==> src/rtl/mem_access_unit.sv <==
// Load/store front end for the MEM stage: turns byte/halfword/word pipeline
// requests into word-aligned data memory accesses. Loads are zero-latency
// with lane select and extension. Sub-word stores use a two-cycle
// read-modify-write and stall the pipeline for one cycle. Misaligned or
// illegal requests are suppressed and the first one is recorded.
module mem_access_unit #(
  parameter int ADDR_W = 32,
  parameter int DATA_W = 32
) (
  input  logic              clk,
  input  logic              reset,
  input  logic              MemRead,
  input  logic              MemWrite,
  input  logic [1:0]        MemSize,
  input  logic              MemSigned,
  input  logic [ADDR_W-1:0] addr,
  input  logic [DATA_W-1:0] storeData,
  output logic [DATA_W-1:0] loadData,
  output logic              stall,
  output logic              misalign,
  output logic              fault,
  output logic [ADDR_W-1:0] faultAddr,
  output logic [ADDR_W-1:0] memAddr,
  output logic [DATA_W-1:0] memWriteData,
  output logic              dMemWrite,
  output logic              dMemRead,
  input  logic [DATA_W-1:0] memReadData
);

  typedef enum logic {
    IDLE   = 1'b0,
    RMW_WR = 1'b1
  } state_t;

  localparam logic [1:0] SZ_BYTE = 2'b00;
  localparam logic [1:0] SZ_HALF = 2'b01;
  localparam logic [1:0] SZ_WORD = 2'b10;

  state_t              state_q, state_d;
  logic [DATA_W-1:0]   merge_q, merge_d;
  logic [ADDR_W-1:0]   waddr_q, waddr_d;
  logic                fault_q;
  logic [ADDR_W-1:0]   fault_addr_q;

  logic                req;
  logic                illegal;
  logic [ADDR_W-1:0]   word_addr;
  logic [7:0]          byte_sel;
  logic [15:0]         half_sel;
  logic [DATA_W-1:0]   load_ext;
  logic [DATA_W-1:0]   merged;

  assign req       = MemRead | MemWrite;
  assign word_addr = {addr[ADDR_W-1:2], 2'b00};

  // Alignment / legality of the presented request size.
  always_comb begin
    unique case (MemSize)
      SZ_BYTE: illegal = 1'b0;
      SZ_HALF: illegal = addr[0];
      SZ_WORD: illegal = (addr[1:0] != 2'b00);
      default: illegal = 1'b1;
    endcase
  end

  // Requests arriving while the RMW write cycle runs are the held store, not new work.
  assign misalign = (state_q == IDLE) && req && illegal;

  // Little-endian lane select and sign/zero extension for loads.
  always_comb begin
    byte_sel = memReadData[{addr[1:0], 3'b000} +: 8];
    half_sel = memReadData[{addr[1], 4'b0000} +: 16];
    unique case (MemSize)
      SZ_BYTE: load_ext = {{(DATA_W-8){MemSigned & byte_sel[7]}}, byte_sel};
      SZ_HALF: load_ext = {{(DATA_W-16){MemSigned & half_sel[15]}}, half_sel};
      default: load_ext = memReadData;
    endcase
  end

  // Old word with the target lane replaced by the sub-word store data.
  always_comb begin
    merged = memReadData;
    if (MemSize == SZ_BYTE) merged[{addr[1:0], 3'b000} +: 8] = storeData[7:0];
    else                    merged[{addr[1], 4'b0000} +: 16] = storeData[15:0];
  end

  // Memory strobes, pipeline outputs and next-state; reset forces everything idle.
  always_comb begin
    loadData     = '0;
    stall        = 1'b0;
    memAddr      = '0;
    memWriteData = '0;
    dMemWrite    = 1'b0;
    dMemRead     = 1'b0;
    state_d      = state_q;
    merge_d      = merge_q;
    waddr_d      = waddr_q;
    if (!reset) begin
      unique case (state_q)
        IDLE: begin
          if (req && !illegal) begin
            memAddr = word_addr;
            if (MemWrite) begin
              if (MemSize == SZ_WORD) begin
                dMemWrite    = 1'b1;
                memWriteData = storeData;
              end else begin
                dMemRead = 1'b1;
                stall    = 1'b1;
                merge_d  = merged;
                waddr_d  = word_addr;
                state_d  = RMW_WR;
              end
            end else begin
              dMemRead = 1'b1;
              loadData = load_ext;
            end
          end
        end
        RMW_WR: begin
          dMemWrite    = 1'b1;
          memAddr      = waddr_q;
          memWriteData = merge_q;
          state_d      = IDLE;
        end
        default: state_d = IDLE;
      endcase
    end
  end

  // State, RMW holding registers and the sticky first-fault record.
  always_ff @(posedge clk) begin
    if (reset) begin
      state_q      <= IDLE;
      merge_q      <= '0;
      waddr_q      <= '0;
      fault_q      <= 1'b0;
      fault_addr_q <= '0;
    end else begin
      state_q <= state_d;
      merge_q <= merge_d;
      waddr_q <= waddr_d;
      if (misalign) begin
        fault_q <= 1'b1;
        if (!fault_q) fault_addr_q <= addr;
      end
    end
  end

  assign fault     = fault_q;
  assign faultAddr = fault_addr_q;

endmodule

==> config.mk <==
export PLATFORM = sky130hd
export DESIGN_NAME = mem_access_unit
export DESIGN_NICKNAME = d
export VERILOG_FILES = /design/src/rtl/mem_access_unit.sv
export SDC_FILE = /design/constraint.sdc
export NUM_CORES = 1
export LEC_CHECK = 0
export ABC_AREA = 1
export CAP_MARGIN = 20
export CORE_MARGIN = 2
export CORE_UTILIZATION = 45
export CTS_CLUSTER_DIAMETER = 100
export DETAILED_ROUTE_END_ITERATION = 8
export HOLD_SLACK_MARGIN = 0.08
export PLACE_DENSITY = 0.8
export RECOVER_POWER = 25
export SLEW_MARGIN = 20
export SYNTH_ARGS = -nofsm -noshare
export SYNTH_HDL_FRONTEND = slang
export SYNTH_SLANG_ARGS = --single-unit
==> constraint.sdc <==
create_clock -name clk -period 2.8 [get_ports clk]
set_input_delay 0.42 -clock clk [delete_from_list [all_inputs] [get_ports clk]]
set_output_delay 0.42 -clock clk [all_outputs]
set_load 0.02 [all_outputs]
==> results.py <==
metrics = {
    "route": {
        "ant_nets": 0,
        "first_pass_iters": 6,
        "wl_met1_mm": 9.90,
        "viasPerCell": 5.32,
        "drc": 0,
        "routed_wl_mm": 23.8,
        "dr.max_layer_used": "met4",
        "wl_met3_mm": 2.20,
        "via_count": 8074,
        "first_iter_violations": 881,
        "drt-wirelength-per-cell_um": 15.7,
        "met2_length_mm": 11.0,
    },
    "clock_tree": {
        "cts_tree": "yes",
        "clock_latency_ns": 0.34,
        "htreeDepth": 3,
        "root_buffer": "clkbuf_16",
        "cts_hold_buf": 0,
        "cts_made_buffers": 9,
        "cts_buffer_depth": 2,
        "clock_sinks": 96,
        "path_clk_slew_ns": 0.07,
    },
    "timing": {
        "worstMarginPinSlew_ns": 0.832,
        "slew_headroom": 0.445,
        "hold_viol": 0,
        "fin_crit_sh": 0.971,
        "slew_violations": 0,
        "finalClockSkew_ns": 0.00892,
        "min_period_ns": 2.72,
        "grt_setup_unrepaired": "false",
        "fmax_mhz": 368,
        "setup_viol": 0,
        "setup_tns_ns": 0,
    },
    "min_path": {
        "hold-path-endpoint": "merge_q[7]$_SDFFE_PP0P_",
        "hold_class": "primary input to flip-flop",
        "hold_path.startpoint": "reset",
        "holdPathStages": 4,
    },
    "worst_setup_path": {
        "criticalPathCategory": "primary input to output pin",
        "crit_path_max_fanout": 35,
        "critical_path.max_stage_delay_ns": 0.44,
        "r2r-end": "waddr_q[31]$_SDFFE_PP0P_",
        "r2r_slack_ns": 0.74,
        "rr_startpoint": "state_q$_SDFF_PP0_",
        "crit_slowest_cell": "clkdlybuf4s50_1",
        "cp_data_required_time_ns": 2.38,
        "cp-start-kind": "primary input",
        "path_cells": "clkdlybuf4s50_1 -> inv_2 -> ha_1 -> nand2_1 -> nand3_4 -> buf_12 -> nand4_1 -> a21oi_2 -> clkdlybuf4s15_1",
        "worstPathArrival_ns": 2.30,
        "crit_family": "buffers and inverters",
        "critical_path_buf_inv_count": 4,
        "r2r_cells": 8,
        "end_kind": "output pin",
    },
    "power_and_ir_drop": {
        "power_mw": 4.01,
        "p_per_area_nw_per_um2": 419,
        "irDropWorstVdd_v": 0.000295,
        "p_leak_nw": 4.60,
    },
    "placed_design": {
        "dp_cells": 1502,
        "place.gp.congestion": 0.969,
        "dp_hpwl_mm": 17.3,
        "portBuffers": 233,
    },
    "finish": {
        "n_fill_cell": 1388,
        "final_common_cell": "nand2_1",
        "n_antenna_cell": 0,
        "stdcell_count": 1518,
        "drive_above_1_share": 0.0855,
        "mostFrequentLayoutCells": "nand2_1, nor2_1, inv_1, a21oi_1, clkdlybuf4s50_1",
        "multiInputGateArea_um2": 3750,
        "regArea_um2": 1920,
        "fin_nets": 1437,
        "post-route-util": 0.660,
        "layout-area-overhead-vs-synth_pct": 44.2,
    },
    "floorplan": {
        "ios": 236,
        "die_x_um": 125,
        "core_area_um2": 14500,
        "start_util": 0.458,
        "dieArea_um2": 15700,
        "die_height_um": 125,
        "core.rowCount": 44,
    },
    "logic_synthesis": {
        "synth_warnings": 0,
        "synth_seq_cells": 96,
        "synthCells": 1101,
        "yosysUniqueCellTypes": 33,
        "synth.cell_area_um2": 6630,
        "syn_area_per_cell_um2": 6.02,
        "synth.yosys.seq_area_share": 0.290,
    },
    "global_routing": {
        "grt_max_degree": 126,
        "grt-ovfl-total": 0,
        "antenna_found_initial": 0,
        "first_global_vias": 7346,
        "grt_pass1_wl_mm": 37.9,
        "track_usage": 0.293,
    },
    "flow_run": {
        "max_cap_violations": 0,
    },
    "status": {
        "status": "complete, no violations",
    },
}
## registers in the layout (all words and copies together), names as in the netlist
register   count
faultAddr     32
state_q        1
merge_q       32
waddr_q       30
fault          1
## how the worst max path moves through the flow
stage,slack (ns),to,cells after the start,start
after floorplan,0.04,loadData[0],10,addr[1]
after global placement,-0.22,memWriteData[1],9,addr[0]
after detailed placement,-0.25,memWriteData[1],9,addr[0]
after CTS,0.002,dMemRead,9,addr[0]
after global routing,0.005,memWriteData[0],9,addr[0]
final,0.08,memWriteData[0],9,addr[0]
## synth_stat cells (all sizes together)
library cell  number  area (um2)
nand2            227         875
nor2             186         800
inv              145         547
a21oi            139         696
o21ai            100         500
dfxtp             96        1920
buf               45         270
nand4             41         263
clkbuf            39         146
o32ai             30         263
nand3             25         143
nor3               9        56.3
a31oi              7        43.8
ha                 5        62.6
o211ai             5        37.5
clkinv             1        3.75
conb               1        3.75
## layout make-up
| class | count | area share |
|---|---|---|
| inverter | 146 | 0.0576 |
| clock buffer | 9 | 0.0236 |
| multi-input combinational | 776 | 0.392 |
| clock inverter | 7 | 0.00824 |
| timing repair buffer | 300 | 0.293 |
| tap | 184 | 0.0241 |
| sequential | 96 | 0.201 |
## tightest hold or removal path: stages
cell     delay, ns
buf_2         0.14
inv_2         0.08
nand2_1       0.07
nor2_1        0.03
## kinds of logic after synthesis
logic type,count (synthesis),synth area share
AO/OA/AOI/OAI,281,0.232
adder cells (fa/ha/maj),5,0.00943
buffers and inverters,230,0.146
flip-flops,96,0.290
other,1,0.000565
AND/OR/NAND/NOR,488,0.322
## per-stage QoR
stage / worst slack, ns / hold slack, ns / cell area (um2)
floorplan: 0.0400 / 0.430 / 6640
global placement: -0.224 / 0.439 / 9390
detailed placement: -0.251 / 0.446 / 9390
CTS: 0.00249 / 0.430 / 9580
global route: 0.00536 / 0.449 / 9560
finish: 0.0818 / 0.444 / 9560
## what timing repair did
item / 4_1_cts / 5_1_grt
cloned: 0 / 0
gates resized for setup: 95 / 7
pin swaps: 0 / 0
endpoints found under the setup margin: 95 / 5
setup buffers: 0 / 0
## layer usage
layer,up-vias,track usage
met4,0,0.0967
met5,-,0
met2,390,0.484
met3,45,0.0582
li1,4032,-
met1,3607,0.386
## power by group
part | internal [mW] | switching (mW)
clock network | 0.704 | 0.558
registers | 1.48 | 0.0456
logic | 0.497 | 0.727
(Power assumes the default switching activity.)
